--- src/rtl/apb_pkg.sv ---
// Shared APB definitions: requester FSM states and default bus widths,
// used by both this requester and the APB completer RAM.
package apb_pkg;

    typedef enum logic [1:0] {
        ST_IDLE   = 2'd0,
        ST_SETUP  = 2'd1,
        ST_ACCESS = 2'd2,
        ST_RESP   = 2'd3
    } apb_state_e;

    localparam int APB_ADDR_W = 32;
    localparam int APB_DATA_W = 32;

endpackage

--- src/rtl/apb_master.sv ---
// APB requester: turns one command into one SETUP/ACCESS transfer and
// returns a single-cycle response, aborting after TIMEOUT wait cycles.
module apb_master
    import apb_pkg::*;
#(
    parameter int ADDR_W  = APB_ADDR_W,
    parameter int DATA_W  = APB_DATA_W,
    parameter int TIMEOUT = 16
) (
    input  logic              pclk,
    input  logic              presetn,
    input  logic              cmd_valid,
    output logic              cmd_ready,
    input  logic              cmd_write,
    input  logic [ADDR_W-1:0] cmd_addr,
    input  logic [DATA_W-1:0] cmd_wdata,
    output logic              rsp_valid,
    output logic [DATA_W-1:0] rsp_rdata,
    output logic              rsp_err,
    output logic              psel,
    output logic              penable,
    output logic              pwrite,
    output logic [ADDR_W-1:0] paddr,
    output logic [DATA_W-1:0] pwdata,
    input  logic [DATA_W-1:0] prdata,
    input  logic              pready,
    input  logic              pslverr
);

    localparam int CNT_W = $clog2(TIMEOUT + 1);
    // Wait count seen during the TIMEOUT-th ACCESS cycle.
    localparam logic [CNT_W-1:0] CNT_LAST = CNT_W'(TIMEOUT - 1);

    apb_state_e        state_q, state_d;
    logic              psel_q, psel_d;
    logic              penable_q, penable_d;
    logic              pwrite_q, pwrite_d;
    logic [ADDR_W-1:0] paddr_q, paddr_d;
    logic [DATA_W-1:0] pwdata_q, pwdata_d;
    logic              rsp_valid_q, rsp_valid_d;
    logic [DATA_W-1:0] rsp_rdata_q, rsp_rdata_d;
    logic              rsp_err_q, rsp_err_d;
    logic [CNT_W-1:0]  wait_cnt_q, wait_cnt_d;

    always_comb begin
        state_d     = state_q;
        psel_d      = psel_q;
        penable_d   = penable_q;
        pwrite_d    = pwrite_q;
        paddr_d     = paddr_q;
        pwdata_d    = pwdata_q;
        rsp_valid_d = 1'b0;
        rsp_rdata_d = rsp_rdata_q;
        rsp_err_d   = rsp_err_q;
        wait_cnt_d  = wait_cnt_q;

        case (state_q)
            ST_IDLE: begin
                if (cmd_valid) begin
                    pwrite_d  = cmd_write;
                    paddr_d   = cmd_addr;
                    pwdata_d  = cmd_wdata;
                    psel_d    = 1'b1;
                    penable_d = 1'b0;
                    state_d   = ST_SETUP;
                end
            end
            ST_SETUP: begin
                penable_d  = 1'b1;
                wait_cnt_d = '0;
                state_d    = ST_ACCESS;
            end
            ST_ACCESS: begin
                // pready is checked first so a late completion beats the abort.
                if (pready) begin
                    psel_d      = 1'b0;
                    penable_d   = 1'b0;
                    rsp_err_d   = pslverr;
                    rsp_rdata_d = pwrite_q ? '0 : prdata;
                    rsp_valid_d = 1'b1;
                    state_d     = ST_RESP;
                end else if (wait_cnt_q == CNT_LAST) begin
                    psel_d      = 1'b0;
                    penable_d   = 1'b0;
                    rsp_err_d   = 1'b1;
                    rsp_rdata_d = '0;
                    rsp_valid_d = 1'b1;
                    state_d     = ST_RESP;
                end else begin
                    wait_cnt_d = wait_cnt_q + CNT_W'(1);
                end
            end
            ST_RESP: begin
                state_d = ST_IDLE;
            end
            default: begin
                state_d   = ST_IDLE;
                psel_d    = 1'b0;
                penable_d = 1'b0;
                pwrite_d  = 1'b0;
                paddr_d   = '0;
                pwdata_d  = '0;
            end
        endcase
    end

    always_ff @(posedge pclk or negedge presetn) begin
        if (!presetn) begin
            state_q     <= ST_IDLE;
            psel_q      <= 1'b0;
            penable_q   <= 1'b0;
            pwrite_q    <= 1'b0;
            paddr_q     <= '0;
            pwdata_q    <= '0;
            rsp_valid_q <= 1'b0;
            rsp_rdata_q <= '0;
            rsp_err_q   <= 1'b0;
            wait_cnt_q  <= '0;
        end else begin
            state_q     <= state_d;
            psel_q      <= psel_d;
            penable_q   <= penable_d;
            pwrite_q    <= pwrite_d;
            paddr_q     <= paddr_d;
            pwdata_q    <= pwdata_d;
            rsp_valid_q <= rsp_valid_d;
            rsp_rdata_q <= rsp_rdata_d;
            rsp_err_q   <= rsp_err_d;
            wait_cnt_q  <= wait_cnt_d;
        end
    end

    // Gated by presetn so the block never advertises readiness while in reset.
    assign cmd_ready = presetn && (state_q == ST_IDLE);
    assign rsp_valid = rsp_valid_q;
    assign rsp_rdata = rsp_rdata_q;
    assign rsp_err   = rsp_err_q;
    assign psel      = psel_q;
    assign penable   = penable_q;
    assign pwrite    = pwrite_q;
    assign paddr     = paddr_q;
    assign pwdata    = pwdata_q;

endmodule

--- config.mk ---
export PLATFORM = sky130hd
export DESIGN_NAME = apb_master
export DESIGN_NICKNAME = d
export VERILOG_FILES = /design/src/rtl/apb_pkg.sv /design/src/rtl/apb_master.sv
export SDC_FILE = /design/constraint.sdc
export NUM_CORES = 1
export LEC_CHECK = 0
export ABC_AREA = 1
export CAP_MARGIN = 25
export CORE_MARGIN = 3
export CORE_UTILIZATION = 35
export CTS_CLUSTER_SIZE = 10
export DETAILED_ROUTE_END_ITERATION = 10
export GPL_ROUTABILITY_DRIVEN = 0
export PLACE_DENSITY = 0.7
export SYNTH_ARGS = -nofsm -noshare
export SYNTH_HDL_FRONTEND = slang
export SYNTH_SLANG_ARGS = --single-unit
--- constraint.sdc ---
create_clock -name pclk -period 1.8 [get_ports pclk]
set_input_delay 0.36 -clock pclk [delete_from_list [all_inputs] [get_ports pclk]]
set_output_delay 0.36 -clock pclk [all_outputs]
set_load 0.005 [all_outputs]
==> impl_metrics.sql <==
INSERT INTO impl_metrics (metric_group, metric, value, unit) VALUES
('placement', 'hpwl', '8830', 'um'),
('global_route', 'track_usage', '0.184', ''),
('detailed_routing', 'vias_per_cell', '4.70', ''),
('sta', 'max_slew_margin', '0.610', ''),
('power', 'finalPower', '10.9', 'mW'),
('detailed_routing', 'routed_wire_length_per_instance', '15.0', 'um'),
('placement', 'io_buffer_count', '203', ''),
('final_layout', 'layout-area-overhead-vs-synth', '59.8', '%'),
('detailed_routing', 'detailedRoute.firstIterationViolations', '298', ''),
('clocking', 'clock-sinks', '108', ''),
('critical_path', 'worst-endpoint-required', '2.03', 'ns'),
('sta', 'worst_slack', '0.111', 'ns'),
('global_route', 'grt_start_max_net_pins', '109', ''),
('final_layout', 'fill_cells', '1070', ''),
('floorplanning', 'die_height', '117', 'um'),
('power', 'switching_share', '0.314', ''),
('floorplanning', 'die-area', '13700', 'um^2'),
('global_route', 'number_of_antenna_violations_at_the_first_check_in_global_routing', '0', ''),
('flow_run', 'drv_cap', '0', ''),
('floorplanning', 'die_x', '117', 'um'),
('sta', 'worstMarginPinSlew', '0.586', 'ns'),
('clocking', 'cts.root.buffer_cell', 'clkbuf_16', ''),
('critical_path', 'critPathMostFrequentCell', 'nand2_1', ''),
('power', 'internal_power', '7.49', 'mW'),
('min_path', 'worst_hold_path_type', 'primary input to asynchronous set/reset pin', ''),
('power', 'switching_power', '3.43', 'mW'),
('critical_path', 'critical-path-max-stage-delay', '0.42', 'ns'),
('final_layout', 'layout.cells.most_common_list', '272 x nand2_1, 201 x clkdlybuf4s50_1, 108 x dfrtp_1, 34 x nand3_1, 13 x inv_1', ''),
('placement', 'dpl_cell_area', '6490', 'um^2'),
('power', 'vdd.ir_drop.worst', '0.635', 'mV'),
('power', 'power.share.clock', '0.208', ''),
('synth', 'syn-num-nets', '594', ''),
('critical_path', 'crit_path_cell_trace', 'ha_1 > nand2_1 > nor2_1 > ha_1 > inv_1 > nand3_2 > nand2_2 > inv_1 > nand2_1 > nand2_1', ''),
('sta', 'period_share', '0.938', ''),
('detailed_routing', 'remaining_drc_errors', '0', ''),
('power', 'pwr_density_cell', '1580', 'nW/um^2'),
('run_status', 'run_status', 'finished clean', ''),
('global_route', 'number_of_global_route_vias_before_repair', '3937', ''),
('sta', 'report.final.hold_viol_count', '0', ''),
('detailed_routing', 'num_vias', '3919', ''),
('sta', 'timing.final.setup_violations', '0', ''),
('final_layout', 'net_count_of_the_finished_layout', '795', ''),
('final_layout', 'layout_commonest_cell', 'nand2_1', ''),
('synth', 'avgSynthCellArea', '8.89', 'um^2'),
('sta', 'timing.setup.tns', '0', 'ns'),
('synth', 'yosysWarningCount', '0', ''),
('synth', 'syn-cell-area', '4310', 'um^2'),
('synth', 'synth_sequential_area_ratio', '0.627', ''),
('final_layout', 'number_of_cells_in_the_finished_layout_apart_from_fillers', '834', ''),
('sta', 'fin_hold_ws', '0.0828', 'ns'),
('critical_path', 'cp_num_buf_inv', '2', ''),
('detailed_routing', 'detail_route.wirelength', '12500', 'um'),
('critical_path', 'critical_path.slowest_cell', 'dfrtp_1', ''),
('sta', 'finClkSkew', '0.00741', 'ns'),
('critical_path', 'max_fo_critical_path', '7', ''),
('floorplanning', 'core.rowCount', '39', ''),
('critical_path', 'critPathCaptureType', 'flop', ''),
('synth', 'netlist_instances', '485', ''),
('final_layout', 'antennaDiodeCount', '0', ''),
('critical_path', 'criticalPathCategory', 'flop to flop', ''),
('power', 'comb_power_share', '0.424', ''),
('final_layout', 'final_area', '6890', 'um^2'),
('clocking', 'cts_tree', 'yes', ''),
('detailed_routing', 'pre_repair_dr_iteration_count', '4', ''),
('global_route', 'grt_first_pass_wirelength', '19600', 'um'),
('power', 'share_seq_of_total_power', '0.368', ''),
('clocking', 'cts.reportedPaths.clkPinSlew', '0.07', 'ns'),
('clocking', 'clock_tree.buffer_depth', '2', ''),
('sta', 'final_period_minus_worst_setup_slack', '1.69', 'ns'),
('floorplanning', 'start_util', '0.368', ''),
('sta', 'grt_setup_unrepaired', 'false', '');
[registers in the layout, summed over array words and instances, names as in the netlist]
signal	flops
penable	1
pwdata	32
rsp_err	1
state_q	2
psel	1
paddr	32
wait_cnt_q	5
rsp_valid	1
rsp_rdata	32
pwrite	1
[power groups by stage]
stage               Combinational [mW]  Sequential [mW]  Clock (mW)
global route                      5.16             4.15        2.46
detailed placement                4.57             4.06           0
finish                            4.63             4.02        2.27
floorplan                         1.69             4.12           0
global placement                  4.44             4.03           0
CTS                               4.67             4.03        2.34
[layer usage]
metal	GRT usage	wire, um
met2	0.327	6390
met3	0.0375	743
met1	0.211	4920
met4	0.0917	427
met5	0	0
[synthesized netlist by cell type (all sizes together)]
cell type	count	area (um^2)
nand2	274	1030
buf	17	121
inv	18	67.6
dfrtp	108	2700
nand3	35	175
nor2	7	26.3
o21ai	4	20.0
o22ai	1	6.26
clkbuf	6	22.5
ha	7	87.6
nand4	2	12.5
a21oi	6	41.3
[final timing paths]
path	depth (start not counted)	to	slack (ns)	from
hold reg to reg	2	rsp_rdata[11]$_DFFE_PN0P_	0.47	rsp_rdata[11]$_DFFE_PN0P_
setup reg to reg	10	wait_cnt_q[3]$_DFFE_PN0P_	0.11	wait_cnt_q[1]$_DFFE_PN0P_
setup / recovery	10	wait_cnt_q[3]$_DFFE_PN0P_	0.11	wait_cnt_q[1]$_DFFE_PN0P_
min in group pclk	2	rsp_rdata[11]$_DFFE_PN0P_	0.47	rsp_rdata[11]$_DFFE_PN0P_
hold / removal	2	rsp_rdata[12]$_DFFE_PN0P_	0.08	presetn
max in group asynchronous	2	pwrite$_DFFE_PN0P_	1.25	presetn
[cell families (layout without fill, tap and decap cells)]
group | after synthesis | after routing | synth area share
AO/OA/AOI/OAI | 11 | 11 | 0.0157
buffers and inverters | 41 | 247 | 0.0490
AND/OR/NAND/NOR | 318 | 318 | 0.288
adder cells (fa/ha/maj) | 7 | 7 | 0.0203
flip-flops | 108 | 108 | 0.627
[layout make-up]
cell class	instances	area (um^2)	share of cell area
timing repair buffer	213	2170	0.314
multi-input combinational	336	1420	0.206
tap	143	179	0.0260
clock inverter	4	95.1	0.0138
inverter	18	72.6	0.0105
sequential	108	2700	0.392
clock buffer	12	256	0.0372
[worst reg2reg max path: cells and delay by family, from the launching register on]
kind / cells / cell delay, ns
and+or+nand+nor: 6 / 0.58
DFF: 1 / 0.42
buffers and inverters: 2 / 0.19
adders and majority gates: 2 / 0.39
[timing repair]
item | in CTS | in global routing
buffers inserted | 2 | 1
pin swaps | 1 | 0
hold buffers | 0 | 0
resized for setup | 7 | 2
setup endpoints to repair | 34 | 16
(Power assumes the default switching activity.)
